===== src/rtl/pixel_write_ctrl.sv =====
// rtl/pixel_write_ctrl.sv - ping-pong pixel memory writer with bank-select ownership
//
// Accepts an 8-bit pixel stream over valid/ready and writes each frame into
// the bank selected by buf_select. When a frame completes, the block waits
// until the consumer has released the other bank, then swaps banks.
//
// Optional feature: define STALL_CNT_EN to add the stall_cycles output.
//
// Ports:
//   clk            system clock, rising edge
//   n_rst          asynchronous active-low reset
//   pixel_in       incoming pixel
//   pixel_valid    pixel_in valid
//   pixel_sof      start of frame, qualified by pixel_valid
//   pixel_ready    block can accept a pixel this cycle
//   mem_addr       port A write address
//   mem_data       port A write data
//   mem_wren       port A write enable
//   buf_select     bank owned by the writer; consumer reads the other bank
//   frame_done     one-cycle pulse at a bank swap
//   consumer_done  one-cycle pulse, consumer finished reading its bank
//   stall_cycles   (STALL_CNT_EN only) saturating count of stalled valid cycles
module pixel_write_ctrl #(
    parameter int DATA_W       = 8,
    parameter int ADDR_W       = 10,
    parameter int FRAME_PIXELS = 1024
) (
    input  logic              clk,
    input  logic              n_rst,
    input  logic [DATA_W-1:0] pixel_in,
    input  logic              pixel_valid,
    input  logic              pixel_sof,
    output logic              pixel_ready,
    output logic [ADDR_W-1:0] mem_addr,
    output logic [DATA_W-1:0] mem_data,
    output logic              mem_wren,
    output logic              buf_select,
    output logic              frame_done,
`ifdef STALL_CNT_EN
    output logic [15:0]       stall_cycles,
`endif
    input  logic              consumer_done
);

    typedef enum logic [1:0] {
        IDLE      = 2'd0,
        FILL      = 2'd1,
        SWAP_WAIT = 2'd2
    } state_t;

    localparam int unsigned     LAST_INT = FRAME_PIXELS - 1;
    localparam logic [ADDR_W:0] LAST_IDX = LAST_INT[ADDR_W:0];
    localparam logic [ADDR_W:0] CNT_ONE  = {{ADDR_W{1'b0}}, 1'b1};

    state_t            state, state_next;
    logic [ADDR_W:0]   wr_cnt, wr_cnt_next;
    logic              other_busy, other_busy_next;
    logic              buf_next, done_next, wren_next;
    logic [ADDR_W-1:0] addr_next;
    logic [DATA_W-1:0] data_next;
    logic              accept;

    assign pixel_ready = (state != SWAP_WAIT);
    assign accept      = pixel_valid && pixel_ready;

    always_ff @(posedge clk or negedge n_rst) begin
        if (!n_rst) begin
            state      <= IDLE;
            wr_cnt     <= '0;
            other_busy <= 1'b0;
            buf_select <= 1'b0;
            frame_done <= 1'b0;
            mem_wren   <= 1'b0;
            mem_addr   <= '0;
            mem_data   <= '0;
        end else begin
            state      <= state_next;
            wr_cnt     <= wr_cnt_next;
            other_busy <= other_busy_next;
            buf_select <= buf_next;
            frame_done <= done_next;
            mem_wren   <= wren_next;
            mem_addr   <= addr_next;
            mem_data   <= data_next;
        end
    end

    always_comb begin
        state_next      = state;
        wr_cnt_next     = wr_cnt;
        other_busy_next = other_busy;
        buf_next        = buf_select;
        done_next       = 1'b0;
        wren_next       = 1'b0;
        addr_next       = mem_addr;
        data_next       = mem_data;

        // A release from the consumer only matters outside SWAP_WAIT; inside
        // it, the release triggers the swap, which marks the new bank busy.
        if (consumer_done && state != SWAP_WAIT) begin
            other_busy_next = 1'b0;
        end

        case (state)
            IDLE: begin
                // Non-sof pixels are consumed without a write until a frame starts.
                if (accept && pixel_sof) begin
                    wren_next   = 1'b1;
                    addr_next   = '0;
                    data_next   = pixel_in;
                    wr_cnt_next = CNT_ONE;
                    state_next  = FILL;
                end
            end
            FILL: begin
                if (accept) begin
                    wren_next = 1'b1;
                    data_next = pixel_in;
                    if (pixel_sof) begin
                        // Resync: the partial frame is abandoned silently.
                        addr_next   = '0;
                        wr_cnt_next = CNT_ONE;
                    end else if (wr_cnt == LAST_IDX) begin
                        addr_next   = wr_cnt[ADDR_W-1:0];
                        wr_cnt_next = '0;
                        state_next  = SWAP_WAIT;
                    end else begin
                        addr_next   = wr_cnt[ADDR_W-1:0];
                        wr_cnt_next = wr_cnt + CNT_ONE;
                    end
                end
            end
            SWAP_WAIT: begin
                if (!other_busy || consumer_done) begin
                    buf_next        = ~buf_select;
                    done_next       = 1'b1;
                    other_busy_next = 1'b1;
                    state_next      = FILL;
                end
            end
            default: begin
                state_next = IDLE;
            end
        endcase
    end

`ifdef STALL_CNT_EN
    always_ff @(posedge clk or negedge n_rst) begin
        if (!n_rst) begin
            stall_cycles <= '0;
        end else if (state == SWAP_WAIT && pixel_valid && stall_cycles != 16'hFFFF) begin
            stall_cycles <= stall_cycles + 16'd1;
        end
    end
`endif

endmodule


===== config.mk =====
export PLATFORM = sky130hd
export DESIGN_NAME = pixel_write_ctrl
export DESIGN_NICKNAME = d
export VERILOG_FILES = /design/src/rtl/pixel_write_ctrl.sv
export SDC_FILE = /design/constraint.sdc
export NUM_CORES = 1
export LEC_CHECK = 0
export BUFFER_PORTS_ARGS = -buffer_cell sky130_fd_sc_hd__buf_2
export CORE_ASPECT_RATIO = 2
export CORE_MARGIN = 4
export CORE_UTILIZATION = 40
export CTS_BUF_LIST = sky130_fd_sc_hd__clkbuf_16
export DETAILED_ROUTE_END_ITERATION = 7
export GPL_ROUTABILITY_DRIVEN = 0
export PLACE_DENSITY = 0.72
export SLEW_MARGIN = 15
export SYNTH_ARGS = -nofsm -noshare
export SYNTH_HDL_FRONTEND = slang
export SYNTH_SLANG_ARGS = --single-unit

===== constraint.sdc =====
create_clock -name clk -period 2.13 [get_ports clk]
set_clock_uncertainty 0.15 [all_clocks]
set_input_delay 0.1065 -clock clk [delete_from_list [all_inputs] [get_ports clk]]
set_output_delay 0.1065 -clock clk [all_outputs]
set_load 0.01 [all_outputs]

==> results.sh <==
export IMPL_initial_core_util_pct=41.3
export IMPL_synth_area_leader_cell="dfrtp_1"
export IMPL_placed_cells=216
export IMPL_clk_pin_slew_ns=0.05
export IMPL_grt_pass1_wl_um=5500
export IMPL_htree_levels=2
export IMPL_status="finished clean"
export IMPL_grt_usage_pct=15.4
export IMPL_met2_wirelength_um=1790
export IMPL_grt_pass1_vias=1248
export IMPL_wire_per_inst_um=13.7
export IMPL_drt_initial_drc_count=15
export IMPL_placed_area_um2=1700
export IMPL_grt_start_max_net_pins=36
export IMPL_vias=1195
export IMPL_r2r_slack_ns=0.33
export IMPL_timing_fmax_ghz=0.554
export IMPL_antenna_found_initial=0
export IMPL_final_period_utilization_pct=84.7
export IMPL_crit_path_end_kind="register"
export IMPL_nNetsFinal=199
export IMPL_netlist_area_um2=1470
export IMPL_drv_slew=0
export IMPL_dieHeight_um=93.8
export IMPL_crit_type="register to register"
export IMPL_synth_top_area_share_pct=59.5
export IMPL_min_path_type="input pin to register"
export IMPL_path_cells="and2b_2, o21ai_1, inv_1, o31a_2, nor2_1"
export IMPL_synth_area_top_cells="dfrtp_1, nand2_1, a22o_1, xnor2_1, nor2_1"
export IMPL_cts_resized=0
export IMPL_finish_utilization_pct=54.5
export IMPL_cpMaxStageDelayCell="dfrtp_1"
export IMPL_remaining_drc_errors=0
export IMPL_synth_avg_cell_area_um2=10.9
export IMPL_finalNonFillerCells=234
export IMPL_cts_tree="done"
export IMPL_clock_root_buffer="clkbuf_16"
export IMPL_clock_latency_ns=0.27
export IMPL_synth_flop_cell="dfrtp_1"
export IMPL_portBuffers=34
export IMPL_ir_worst_vdd_v=0.000531
export IMPL_wl_met1_um=1200
export IMPL_dp_hpwl_um=2350
export IMPL_top_layer="met4"
export IMPL_maxSlewHeadroom_pct=49.9
export IMPL_fp_dieW_um=50.9
export IMPL_yosys_top_cells_count="dfrtp_1, nand2_1, a22o_1"
export IMPL_tns_ns=0
export IMPL_leakagePower_nw=0.959
export IMPL_coreArea_um2=3570
export IMPL_setup_violations=0
export IMPL_ys_warn_count=0
export IMPL_cpPeakStageDelay_ns=0.43
export IMPL_area_growth_pct=32.0
export IMPL_synth_seq_area_share_pct=59.5
export IMPL_detail_route_antenna_nets=0
export IMPL_yosysMostFrequentCell="dfrtp_1"
export IMPL_pin_count=35
export IMPL_ys_ff_latch=35
export IMPL_drt_vias_per_instance=5.11
export IMPL_met3_length_um=97
export IMPL_wl_um=3200
export IMPL_diodes=0
export IMPL_cts_made_buffers=5
export IMPL_worst_slew_pin_slew_ns=0.752
export IMPL_cp_required_ns=2.14
export IMPL_gr_total_overflow=0
export IMPL_postSynthCellCount=135
export IMPL_hold_viol=0
export IMPL_fillers=315
export IMPL_power_density_nw_per_um2=818
export IMPL_rsz0062_at_grt="no"
export IMPL_postLayoutCellArea_um2=1940
export IMPL_die_area_um2=4780
export IMPL_crit_arrival_ns=1.81
export IMPL_finalCriticalPeriod_ns=1.80
export IMPL_startpoint_type="register"
export IMPL_path_max_fanout=12
export IMPL_cts_setup_buffers=0
export IMPL_layout_drive_gt1_share_pct=27.0
export IMPL_rows=31
export IMPL_first_pass_iters=4
export IMPL_syn_nets=149
export IMPL_synthArstFlopShare_pct=100
export IMPL_synth_edf_count=0
export IMPL_clk_path_buf_depth=2
export IMPL_yosysUniqueCellTypes=31
export IMPL_clock_sinks=35
export IMPL_maxCapViolations=0
==> power by group <==
group          total (W)  switching (W)  internal (W)
sequential      0.000748      0.0000373      0.000711
combinational   0.000181      0.0000983     0.0000830
clock           0.000660       0.000241      0.000419
==> cells in the final DEF (no fill, tap or decap) <==
cell type	n
nor4_1	3
nand2b_4	1
and2b_2	1
clkinv_1	1
nor4_2	2
inv_1	5
buf_2	34
buf_4	2
o41ai_1	1
a22o_1	10
dlygate4sd3_1	11
a21oi_1	4
or2_2	1
or4b_1	1
clkinv_2	1
nor3b_1	1
xor2_1	1
nand2b_1	2
a211o_2	1
xnor2_1	6
clkbuf_16	5
o21ai_0	2
nand3_1	4
o21a_1	1
nand4_1	2
nor3_2	1
o21ai_1	1
dfrtp_1	35
ha_1	1
nand3b_1	1
o31ai_1	1
nand2_1	32
nor2_1	7
o311a_1	1
o31a_2	1
mux2i_1	1
==> final cells by class <==
type / instances / area (µm²) / area share, %
inverter: 5 / 18.8 / 0.965
tap: 49 / 61.3 / 3.15
multi-input combinational: 91 / 559 / 28.8
clock inverter: 2 / 8.76 / 0.450
sequential: 35 / 876 / 45.0
clock buffer: 5 / 125 / 6.44
timing repair buffer: 47 / 295 / 15.2
==> timing repair <==
item / CTS / global route
setup endpoints to repair: 0 / 0
hold buffers: 11 / 0
hold endpoints to repair: 46 / 0
==> worst max-delay path: cells and delay by family, from the launching register on <==
| family | cells | cell delay [ns] |
|---|---|---|
| simple gates | 2 | 0.33 |
| compound gates | 2 | 0.45 |
| flops | 1 | 0.43 |
| buf+inv | 1 | 0.33 |
==> metal layers <==
| layer | track usage [%] | up-vias |
|---|---|---|
| li1 | - | 564 |
| met5 | 0 | - |
| met4 | 10.3 | 0 |
| met3 | 3.82 | 10 |
| met1 | 15.5 | 584 |
| met2 | 27.0 | 37 |
==> through the flow <==
step                hold WS (ns)  worst slack, ns  power, W
CTS                       0.0514            0.310   0.00161
detailed placement        0.0673            0.322  0.000928
floorplan                 -0.339            0.571  0.000849
global placement          0.0507            0.378  0.000918
finish                    0.0591            0.326   0.00159
global route              0.0621            0.138   0.00166
==> worst paths after layout <==
path / from / endpoint / depth (start not counted)
setup / recovery: state[1]$_DFFE_PN0P_ / wr_cnt[7]$_DFFE_PN0P_ / 5
hold / removal: pixel_valid / state[0]$_DFFE_PN0P_ / 3
setup reg to reg: state[1]$_DFFE_PN0P_ / wr_cnt[7]$_DFFE_PN0P_ / 5
hold reg to reg: mem_data[0]$_DFFE_PN0P_ / mem_data[0]$_DFFE_PN0P_ / 2
max in group asynchronous: n_rst / mem_addr[3]$_DFFE_PN0P_ / 2
min in group asynchronous: n_rst / mem_data[6]$_DFFE_PN0P_ / 2
==> sequential cells by signal (all words and copies together) (netlist names) <==
register    flops
wr_cnt         11
mem_addr       10
mem_data        8
state           2
buf_select      1
frame_done      1
mem_wren        1
other_busy      1
==> cells by family (layout without fill, tap and decap cells) <==
family,count (synthesis),count (layout),share of synthesized area (%)
compound gates,23,23,12.0
xor+xnor,7,7,4.16
fa+ha+maj,1,1,0.849
buf+inv,9,59,2.55
flops,35,35,59.5
mux,1,1,0.680
simple gates,59,59,20.3
Power figures use the tool's default switching activity.
